===== src/rtl/crc_serial_gen.sv =====
// crc_serial_gen: bit-serial LFSR CRC generator that streams the CRC out LSB first after each frame.
module crc_serial_gen #(
  parameter int                   CRC_WIDTH = 8,
  parameter logic [CRC_WIDTH-1:0] POLY      = CRC_WIDTH'('h44),
  parameter logic [CRC_WIDTH-1:0] SEED      = CRC_WIDTH'('hD8)
) (
  input  logic clk,
  input  logic rst,
  input  logic data_in,
  input  logic data_valid,
  output logic crc_out,
  output logic crc_valid,
  output logic done_tick,
  output logic busy
);
  localparam int CW = $clog2(CRC_WIDTH);
  localparam logic [CW-1:0] LAST = CW'(CRC_WIDTH - 1);
  typedef enum logic [1:0] {IDLE, CALC, OUT, DONE} state_t;
  state_t               state;
  logic [CRC_WIDTH-1:0] lfsr;
  logic [CW-1:0]        count;
  function automatic logic [CRC_WIDTH-1:0] step(input logic [CRC_WIDTH-1:0] l, input logic d);
    logic fb;
    fb = d ^ l[0];
    return {fb, l[CRC_WIDTH-1:1] ^ (POLY[CRC_WIDTH-2:0] & {(CRC_WIDTH-1){fb}})};
  endfunction
  assign busy = state != IDLE;
  always_ff @(posedge clk or posedge rst) begin
    if (rst) begin
      state     <= IDLE;
      lfsr      <= SEED;
      count     <= '0;
      crc_out   <= 1'b0;
      crc_valid <= 1'b0;
      done_tick <= 1'b0;
    end else begin
      done_tick <= 1'b0;
      case (state)
        IDLE: if (data_valid) begin
          lfsr  <= step(SEED, data_in);
          state <= CALC;
        end
        CALC: if (data_valid) lfsr <= step(lfsr, data_in);
        else begin
          state <= OUT;
          count <= '0;
        end
        OUT: begin
          crc_out   <= lfsr[0];
          crc_valid <= 1'b1;
          lfsr      <= lfsr >> 1;
          // clear on the last bit so the counter never wraps
          count     <= (count == LAST) ? '0 : count + CW'(1);
          if (count == LAST) state <= DONE;
        end
        DONE: begin
          crc_valid <= 1'b0;
          crc_out   <= 1'b0;
          done_tick <= 1'b1;
          state     <= IDLE;
        end
        default: state <= IDLE;
      endcase
    end
  end
endmodule


===== config.mk =====
export PLATFORM = sky130hd
export DESIGN_NAME = crc_serial_gen
export DESIGN_NICKNAME = d
export VERILOG_FILES = /design/src/rtl/crc_serial_gen.sv
export SDC_FILE = /design/constraint.sdc
export NUM_CORES = 1
export LEC_CHECK = 0
export BUFFER_PORTS_ARGS = -buffer_cell sky130_fd_sc_hd__clkbuf_2
export CORE_MARGIN = 2
export CORE_UTILIZATION = 56
export CTS_CLUSTER_DIAMETER = 60
export DETAILED_ROUTE_END_ITERATION = 12
export HOLD_SLACK_MARGIN = 0.02
export PLACE_DENSITY = 0.76
export SYNTH_ARGS = -nofsm -noshare
export SYNTH_HDL_FRONTEND = slang
export SYNTH_SLANG_ARGS = --single-unit

===== constraint.sdc =====
create_clock -name clk -period 2.2 [get_ports clk]
set_clock_uncertainty 0.05 [all_clocks]
set_input_delay 0.33 -clock clk [delete_from_list [all_inputs] [get_ports clk]]
set_output_delay 0.33 -clock clk [all_outputs]
set_load 0.03 [all_outputs]

**Yosys cells after proc, flatten, opt, wreduce, memory -nomap -nowiden**

Cells that the tools add are included.
W data, S select, Z words.

- Register bits after elaboration: 16
- Output and inout port bits: 4
- Logic and storage cells: 39

- Add/sub/neg operators: 1
- Equal/unequal tests: 8
- Mux-type cells: 13
- Bitwise operators: 3
- Reductions and logical operators: 8

Operators with widths:

| operator | count |
|---|---|
| $pmux W8 S3 | 1 |
| $mux W8 | 2 |
| $ne A2 B2 Y1 const B | 4 |
| $pmux W2 S4 | 1 |
| $xor A7 B7 Y7 | 1 |
| $mux W2 | 3 |
| $mux W3 | 2 |
| $pmux W3 S2 | 1 |
| $reduce_and A3 Y1 | 2 |
| $reduce_bool A2 Y1 | 3 |
| $eq A2 B2 Y1 const B | 2 |
| $not A4 Y4 | 1 |
| $pmux W1 S2 | 2 |
| $add A3 B1 Y3 const B | 1 |
| $eq A3 B3 Y1 const B | 1 |
| $reduce_bool A3 Y1 | 1 |
| $eq A2 B1 Y1 const B | 1 |
| $logic_not A2 Y1 | 1 |
| $reduce_and A2 Y1 | 1 |
| $mux W1 | 1 |
| $xor A1 B1 Y1 | 1 |

**Logic depth before layout (Yosys ltp)**

Gate-level depths: netlist (run 1).

- Depth after elaboration: 4
- Depth in mapped cells: 6
- Depth with buffers taken out: 5

**Worst setup path before layout (run 1)**

Ideal clock, no wire load.

- Kind: flip-flop to flip-flop
- Start: register state[0]
- End: register state[1]
- Library setup time: 0.128 ns
- Data arrival time: 1.437 ns
- Data required time: 2.022 ns
- Slack: 0.585 ns
- Stages on the path, launching flop included: 6
- Cell sequence: dfrtp_1 > inv_1 > ha_1 > inv_2 > o221ai_2 > mux2_1

- Cells in the longest elaborated chain, start to end: 3

RTL lines:

| item | line | source |
|---|---|---|
| start, declared | 19 | `state_t state;` |
| start signal, assigned | 30 | `state <= IDLE;` |
| start signal, assigned | 41 | `state <= CALC;` |
| start signal, assigned | 45 | `state <= OUT;` |
| $eq A2 B2 Y1 (tied with other cells) | 38 | `case (state)` |
| $ne A2 B2 Y1 (no source line) | - |  |
| $reduce_and A3 Y1 (no source line) | - |  |

Several ways; a longest one is shown, not always the timed one.
A chain may end at the register's enable or synchronous reset.

**Worst setup path in the final report (run 1)**

- Start: register state[0]
- End: output busy

- Cells in the longest elaborated chain, start to end: 1

RTL lines:

| item | line | source |
|---|---|---|
| $reduce_bool A2 Y1 | 27 | `assign busy = state != IDLE;` |
| end, declared | 14 | `output logic busy` |

No other way between the ends.

==> summary.txt, run 1 <==
Critical path
  – Critical path required time: 1.82 ns
  – Crit Path Class: flop to output port
  – Crit start category: flop
  – Crit-path max FO: 5
  – CP Capture Type: output port
  – Worst path arrival time: 1.41 ns

Status
  – Status: complete, no violations

Final layout
  – Count of non-filler cells in the finished layout: 107
  – Share of cells above drive strength 1: 27.5%
  – Sequential standard cell area: 405 µm²
  – Commonest non-fill, non-tap cell in the layout: dfrtp_1
  – Multi-input gate area: 479 µm²
  – Fin nets: 105
  – ANT cells: 0
  – Most frequent cells in the layout: dfrtp_1 (12), ha_1 (9), nor2_1 (7), clkbuf_2 (7), a22o_1 (6)
  – Final instance area: 1000 µm²
  – FILL cells: 124
  – Layout area overhead: 7.66%

Floorplanning
  – Std-Cell Rows: 14
  – Core Area: 1520 µm²
  – Die Wd: 44.8 µm
  – Die area: 2000 µm²
  – Ports: 8
  – Initial core utilization: 61.1%
  – Die Ht: 44.8 µm

CTS
  – H-tree levels: 1
  – Cts hold-fix bufs: 0
  – CTS sink count: 16
  – CTS clk-pin slew, worst paths: 0.09 ns
  – Clk Tree Root Cell: clkbuf_4
  – Inserted Clock Buffers: 3
  – CTS tree: built
  – Setup Buffers After CTS: 0
  – Longest Clk Path Bufs: 2
  – Clk_lat worst skew: 0.28 ns
  – Post-CTS sizing: 0

Synth
  – Cells after synthesis: 82
  – Asr flop ratio synth: 100%
  – Post-synth EDFFs: 0
  – Post-synth top flop: dfrtp_1
  – Synth unique cells: 27
  – Synth warn: 0
  – Register area share after synthesis: 43.5%
  – Synth Area per Inst: 11.4 µm²
  – Syn Nets: 95
  – Seq cells post-synth: 16
  – Synthesized area: 931 µm²

Timing
  – Relative slew slack: 59.8%
  – Hold_ws: 0.0311 ns
  – Fmax: 558 MHz
  – RSZ-0062 raised after global routing: false
  – Slew Viols, Final: 0
  – Fin Setup TNS: 0 ns
  – Fin crit share: 81.5%
  – Worst Tran Pin Value: 0.603 ns
  – Period minus WS final: 1.79 ns
  – Final Hold Vio Count: 0
  – Setup violations, final: 0

Power and ir drop
  – Seq pwr share: 34.7%
  – Pleak: 0.000480 µW
  – Clock power share: 11.9%
  – Psw: 681 µW
  – Combinational Power Share: 53.4%
  – Switching fraction of total power: 42.1%
  – Power Density: 1620 nW/µm²
  – Peak supply drop: 1.18 mV
  – Pint: 937 µW
  – Power Total: 1620 µW

Place
  – GP Congestion: 0.872
  – Port Buffer Count: 7
  – Placed wire-length estimate: 1120 µm
  – Inst Count DP: 103
  – Placed Area: 966 µm²

GRT
  – Initial antenna violation count: 0
  – Largest net degree at the start of global routing: 17
  – GRT Residual Overflow: 0
  – Vias in the first global route: 560
  – Global-route wire length before repair: 2610 µm
  – Total GRT Usage: 17.9%

Routing
  – Post-Route WL: 1480 µm
  – Pre-Repair DR Iteration Count: 4
  – Vias: 631
  – Antenna Nets Post-Route: 0
  – Drt wl/cell: 13.8 µm
  – DR iter-0 viols: 11
  – Residual DRC: 0
  – Vias per std cell: 5.90

Hold path
  – Worst Hold Class: input pin to asynchronous set/reset pin

Run
  – Max cap viols: 0
through the flow:
stage	setup WS (ns)	utilization, %
floorplan	0.585	-
global placement	0.516	63.4
detailed placement	0.445	63.4
CTS	0.408	65.8
global route	0.307	65.8
finish	0.408	65.8
cells by family (layout without fill, tap and decap cells):
group                    count (synthesis)  after routing  synth area share, %
AND/OR/NAND/NOR                         23             23                 13.7
AO/OA/AOI/OAI                           19             19                 18.3
flip-flops                              16             16                 43.5
adder cells (fa/ha/maj)                  9              9                 12.1
buffers and inverters                    8             17                 4.97
multiplexers                             5              5                 5.51
XOR/XNOR                                 2              2                 1.88
worst paths after layout:
check	start	end	cells past startpoint	slack, ns
hold / removal	rst	count[1]	2	0.03
hold reg to reg	lfsr[2]	lfsr[1]	1	0.45
setup / recovery	state[0]	busy	4	0.41
setup reg to reg	state[0]	state[1]	5	0.43
max in group asynchronous	rst	lfsr[2]	2	1.68
min in group clk	data_in	lfsr[7]	3	0.29
state kept, by name (all words and copies together) (netlist names):
register,cells
state,2
done_tick,1
crc_out,1
crc_valid,1
count,3
lfsr,8
metal layers:
| layer | wire length (µm) | up-vias | track usage (%) |
|---|---|---|---|
| met2 | 671 | 17 | 25.8 |
| li1 | - | 309 | - |
| met3 | 49 | 2 | 2.40 |
| met4 | 20 | 0 | 8.82 |
| met5 | 0 | - | 0 |
| met1 | 736 | 303 | 26.5 |
power by group through the flow:
stage | registers (µW) | clock network [µW] | logic, µW
finish | 562 | 192 | 865
global route | 580 | 213 | 965
CTS | 562 | 200 | 871
detailed placement | 568 | 0 | 869
global placement | 562 | 0 | 857
floorplan | 582 | 0 | 711
cells in the mapped netlist (all sizes together), types with 2 or more instances:
master | instances | area share (%)
nor2b | 4 | 3.5
dfrtp | 12 | 32
dfstp | 4 | 11
mux2i | 4 | 4.3
a22o | 6 | 5.6
nor3 | 5 | 2.7
nor2 | 7 | 2.8
ha | 9 | 12
inv | 5 | 2.0
a31oi | 7 | 6.7
buf | 2 | 2.4
o21ai | 4 | 2.2
nand2 | 2 | 0.81
xnor2 | 2 | 1.9
critical path: stages, from the launching register on:
cell	delay [ns]
dfrtp_1	0.49
inv_1	0.15
ha_1	0.23
inv_2	0.06
clkbuf_2	0.19
area by class of cell:
cell class / instances / share of cell area (%)
well taps: 16 / 2.00
repair buffers: 8 / 4.24
flip-flops and latches: 16 / 40.4
multi-input cells: 58 / 47.8
clock buffers: 4 / 3.62
inverters: 5 / 1.87
Note: power is estimated with default switching activity, not from simulation.
==> inputs of run 2 (changes only) <==
CORE_UTILIZATION = 51   (was 56)
PLACE_DENSITY = 0.73   (was 0.76)
clock period = 1.6 ns   (was 2.2 ns; I/O delays follow)
==> run 2 against run 1 <==
Compared with the run above:
- worst hold slack improved by 0.17 ns
- total power grew 44%
- clock power rose by 12%
- setup slack got worse by 0.36 ns
- via count is 3.6% higher
- highest routed layer unchanged
- first-iteration DRC count increased by 55%
- sequential share of layout area shrank 2.3 points
==> summary.txt, run 2 (synthesized netlist as in run 1, its figures left out) <==
Status
  – Status: complete, no violations

Hold path
  – Min-delay src: data_in
  – Hold Crit Depth: 3
  – Worst Hold End: lfsr[7]
  – Worst Hold Class: input pin to flop

GRT
  – Initial antenna violation count: 0
  – Total GRT Usage: 17.1%
  – Global-route wire length before repair: 2630 µm
  – Largest net degree at the start of global routing: 17
  – Vias in the first global route: 620
  – GRT Residual Overflow: 0

Critical path
  – Reg2reg path depth: 4
  – CP Capture Type: output port
  – Reg-to-reg startpoint: count[0]
  – Crit-path max FO: 4
  – R2r setup slk: 0.06 ns
  – Crit start category: flop
  – Critical path required time: 1.31 ns
  – Crit Path Class: flop to output port
  – CP cell instances: inv_1 -> ha_2 -> inv_2 -> clkbuf_2
  – Worst stage delay on the critical path: 0.42 ns
  – Worst r2r dst: state[1]
  – Slowest CP cell: dfrtp_1
  – Worst path arrival time: 1.26 ns

CTS
  – CTS clk-pin slew, worst paths: 0.09 ns
  – Longest Clk Path Bufs: 2
  – CTS tree: built
  – Clk Tree Root Cell: clkbuf_4
  – Inserted Clock Buffers: 3
  – H-tree levels: 1
  – Clk_lat worst skew: 0.28 ns
  – CTS sink count: 16

Final layout
  – Fin nets: 112
  – Layout area overhead: 14.2%
  – Most frequent cells in the layout: dfrtp_1 (12), nor2_1 (7), ha_1 (7), clkbuf_2 (7), buf_4 (7)
  – Final Util: 61.6%
  – Biggest register: lfsr
  – Multi-input gate area: 484 µm²
  – Share of cells above drive strength 1: 33.7%
  – Number of flip-flops in the largest register: 8
  – Sequential standard cell area: 405 µm²
  – Largest regs: lfsr: 8 flops, count: 3 flops, state: 2 flops
  – ANT cells: 0
  – FILL cells: 154
  – Commonest non-fill, non-tap cell in the layout: dfrtp_1

Timing
  – Period minus WS final: 1.55 ns
  – Setup violations, final: 0
  – Fmax: 646 MHz
  – Worst Tran Pin Value: 0.592 ns
  – Final WS setup: 0.0518 ns
  – Final Hold Vio Count: 0
  – Slew Viols, Final: 0
  – Relative slew slack: 60.5%
  – Fin crit share: 96.8%

Place
  – Port Buffer Count: 7
  – GP Congestion: 0.870
  – DP Worst Slack: 0.0688 ns
  – Placed wire-length estimate: 1210 µm

Routing
  – DR iter-0 viols: 17
  – Drt wl/cell: 12.6 µm
  – Pre-Repair DR Iteration Count: 4
  – Residual DRC: 0
  – Antenna Nets Post-Route: 0
  – Vias: 654
  – Post-Route WL: 1550 µm
  – Vias per std cell: 5.32

Floorplanning
  – Die area: 2180 µm²
  – Die Ht: 46.7 µm
  – Core Area: 1730 µm²
  – Initial core utilization: 53.9%
  – Die Wd: 46.7 µm
  – Ports: 8
  – Std-Cell Rows: 15

Power and ir drop
  – Pleak: 0.000503 µW
  – Switching fraction of total power: 41.3%
  – Combinational Power Share: 58.5%
  – Psw: 962 µW
  – Seq pwr share: 32.2%
  – Clock power share: 9.3%
  – Peak supply drop: 1.61 mV
  – Pint: 1370 µW
  – Power Density: 2190 nW/µm²

Run
  – Max cap viols: 0
[run 2: worst max-delay path, delay by kind of cell, from the launching register on]
kind / cells / cell delay, ns
DFF: 1 / 0.42
buffers and inverters: 3 / 0.37
adders and majority gates: 1 / 0.19
[run 2: through the flow]
stage	hold slack [ns]	area [µm²]	setup TNS (ns)	power [µW]	cells
global route	0.215	1060	-0.0352	2540	123
CTS	0.195	1050	0	2300	121
detailed placement	0.267	1010	0	2080	116
floorplan	0.101	933	0	1780	82
finish	0.196	1060	0	2330	123
global placement	0.259	1010	0	2040	116
[run 2: layout make-up]
cell class              instances  area share [%]
well taps                      25            2.94
clock buffers                   4            2.47
inverters                       5            1.76
repair buffers                 15            9.18
multi-input cells              58            45.5
flip-flops and latches         16            38.1
[run 2: power groups by stage]
| stage | clock, µW | combinational (µW) | sequential [µW] |
|---|---|---|---|
| detailed placement | 0 | 1320 | 757 |
| CTS | 221 | 1330 | 748 |
| global route | 239 | 1520 | 778 |
| floorplan | 0 | 982 | 800 |
| finish | 215 | 1360 | 750 |
| global placement | 0 | 1290 | 749 |
[run 2: repair_timing]
action,4_1_cts,5_1_grt
buffers inserted,0,2
setup endpoints to repair,0,4
hold buffers,1,0
resized for setup,0,2
hold endpoints to repair,12,0
[run 2: worst max path at each step]
stage / start / end / slack, ns / cells after the start
4_1_cts: state[1] / busy / 0.03 / 4
6_report: state[1] / busy / 0.05 / 4
5_1_grt: state[1] / busy / -0.01 / 4
2_1_floorplan: state[0] / state[1] / 0.02 / 5
3_3_place_gp: state[1] / lfsr[2] / 0.11 / 5
3_5_place_dp: state[0] / state[1] / 0.07 / 5
[run 2: per-layer routing]
metal  track usage, %  wire length [µm]  share of wire (%)
met1             21.6               744                 48
met2             28.6               761                 49
met3             1.18                18                1.2
met4             10.0                25                1.6
met5                0                 0                  0
==> inputs of run 3 (changes only) <==
CORE_MARGIN = default   (was 2)
==> run 3 against run 2 <==
Compared with the run above:
- non-clock buffer count down 1
- cell count is 0.81% lower
- clock power is 27% higher
- maximum frequency up 0.25%
- first-iteration DRC count decreased by 71%
- via count decreased by 2.9%
- worst hold slack got worse by 0.00097 ns
- final area grew 1.2%
- highest routed layer is now met3
==> summary.txt, run 3 (synthesized netlist as in run 1, its figures left out) <==
GRT
  – Initial antenna violation count: 0
  – Vias in the first global route: 662
  – Global-route wire length before repair: 2810 µm
  – GRT Residual Overflow: 0
  – Largest net degree at the start of global routing: 17
  – Total GRT Usage: 19.9%

Critical path
  – Family with the most delay on the worst path: flip-flops
  – Critical path required time: 1.73 ns
  – Worst r2r dst: state[1]
  – Worst stage delay on the critical path: 0.42 ns
  – Worst path depth: 4
  – R2r setup slk: 0.06 ns
  – Worst Setup EP: state[1]
  – Worst path arrival time: 1.67 ns
  – CP cell instances: ha_1 -> ha_1 -> o221ai_2 -> mux2_1
  – Slowest CP cell: dfrtp_1
  – Reg-to-reg startpoint: count[0]
  – Crit Path Class: flop to flop
  – Crit start category: flop
  – Reg2reg path depth: 4
  – Crit-path max FO: 3
  – Worst Setup SP: count[0]
  – CP Capture Type: flop
  – Most used cell, CP: ha_1
  – Buf/Inv on CP: 0

Routing
  – Vias per std cell: 5.20
  – Drt wl/cell: 13.2 µm
  – Pre-Repair DR Iteration Count: 4
  – Residual DRC: 0
  – Vias: 635
  – Post-Route WL: 1610 µm
  – Antenna Nets Post-Route: 0
  – DR iter-0 viols: 5

Final layout
  – Share of cells above drive strength 1: 35.1%
  – Fin nets: 111
  – Commonest non-fill, non-tap cell in the layout: dfrtp_1
  – Final Util: 62.3%
  – Layout area overhead: 15.6%
  – ANT cells: 0
  – Biggest register: lfsr
  – Most frequent cells in the layout: dfrtp_1 (12), nor2_1 (7), ha_1 (7)
  – Largest regs: lfsr: 8 flops, count: 3 flops, state: 2 flops
  – Number of flip-flops in the largest register: 8

Floorplanning
  – Die area: 2000 µm²
  – Core Area: 1730 µm²
  – Die Ht: 44.7 µm
  – Ports: 8
  – Die Wd: 44.7 µm
  – Initial core utilization: 53.9%
  – Std-Cell Rows: 15

CTS
  – Clk_lat worst skew: 0.29 ns
  – Longest Clk Path Bufs: 2
  – Clk Tree Root Cell: clkbuf_4
  – CTS tree: built
  – H-tree levels: 1
  – CTS clk-pin slew, worst paths: 0.10 ns
  – Inserted Clock Buffers: 3
  – CTS sink count: 16

Timing
  – Fin Setup TNS: 0 ns
  – Relative slew slack: 59.5%
  – Slew Viols, Final: 0
  – Fmax: 648 MHz
  – RSZ-0062 raised after global routing: false
  – Period minus WS final: 1.54 ns
  – Fin crit share: 96.5%
  – Worst Tran Pin Value: 0.607 ns
  – Final Hold Vio Count: 0
  – Setup violations, final: 0

Power and ir drop
  – Power Total: 2420 µW
  – Power Density: 2250 nW/µm²
  – Pleak: 0.000504 µW
  – Peak supply drop: 1.12 mV

Run
  – Max cap viols: 0

Hold path
  – Worst Hold Class: input pin to flop

Place
  – GP Congestion: 0.818
  – Port Buffer Count: 7
  – Placed wire-length estimate: 1230 µm

Status
  – Status: complete, no violations
## run 3: timing repair
item,4_1_cts,5_1_grt
buffers inserted,0,1
setup endpoints to repair,0,5
resized for setup,0,5
endpoints found under the hold margin,12,0
hold buffers,1,0
## run 3: routing by layer
layer | vias up | share of wire, % | GRT usage, %
met5 | - | 0 | 0
met4 | 0 | 0 | 10.9
met3 | 0 | 1.3 | 3.60
met2 | 9 | 50 | 32.9
met1 | 305 | 49 | 24.6
li1 | 321 | - | -
## run 3: tightest hold or removal path: cells and delay by family
family          cells  cell delay, ns
buf+inv             1            0.12
compound gates      1            0.08
simple gates        1            0.09
## run 3: through the flow
| step | hold WS, ns | instances | worst slack (ns) | instance area [µm²] |
|---|---|---|---|---|
| 3_3_place_gp | 0.257 | 116 | 0.112 | 1010 |
| 3_5_place_dp | 0.268 | 116 | 0.0482 | 1010 |
| 4_1_cts | 0.201 | 121 | 0.0236 | 1060 |
| 5_1_grt | 0.207 | 122 | 0.00674 | 1080 |
| 6_report | 0.195 | 122 | 0.0557 | 1080 |
| 2_1_floorplan | 0.101 | 82 | 0.0234 | 933 |
## run 3: worst min-delay path by stage
stage / start / to / depth (start not counted)
4_1_cts: data_in / lfsr[7] / 3
6_report: data_in / lfsr[7] / 3
2_1_floorplan: rst / count[0] / 1
3_5_place_dp: rst / done_tick / 2
5_1_grt: data_in / lfsr[7] / 3
3_3_place_gp: rst / count[2] / 2
## run 3: report_power, final
group          internal [µW]  leakage, µW  switching (µW)
Sequential               621     0.000193             133
Combinational            661     0.000290             734
Clock                    139    0.0000210             135
Total                   1420     0.000504            1000
## run 3: cell type report
type	instances	area [µm²]
fillers	147	651
multi-input cells	58	494
flip-flops and latches	16	405
repair buffers	14	90.1
clock buffers	4	36.3
well taps	25	31.3
inverters	5	18.8
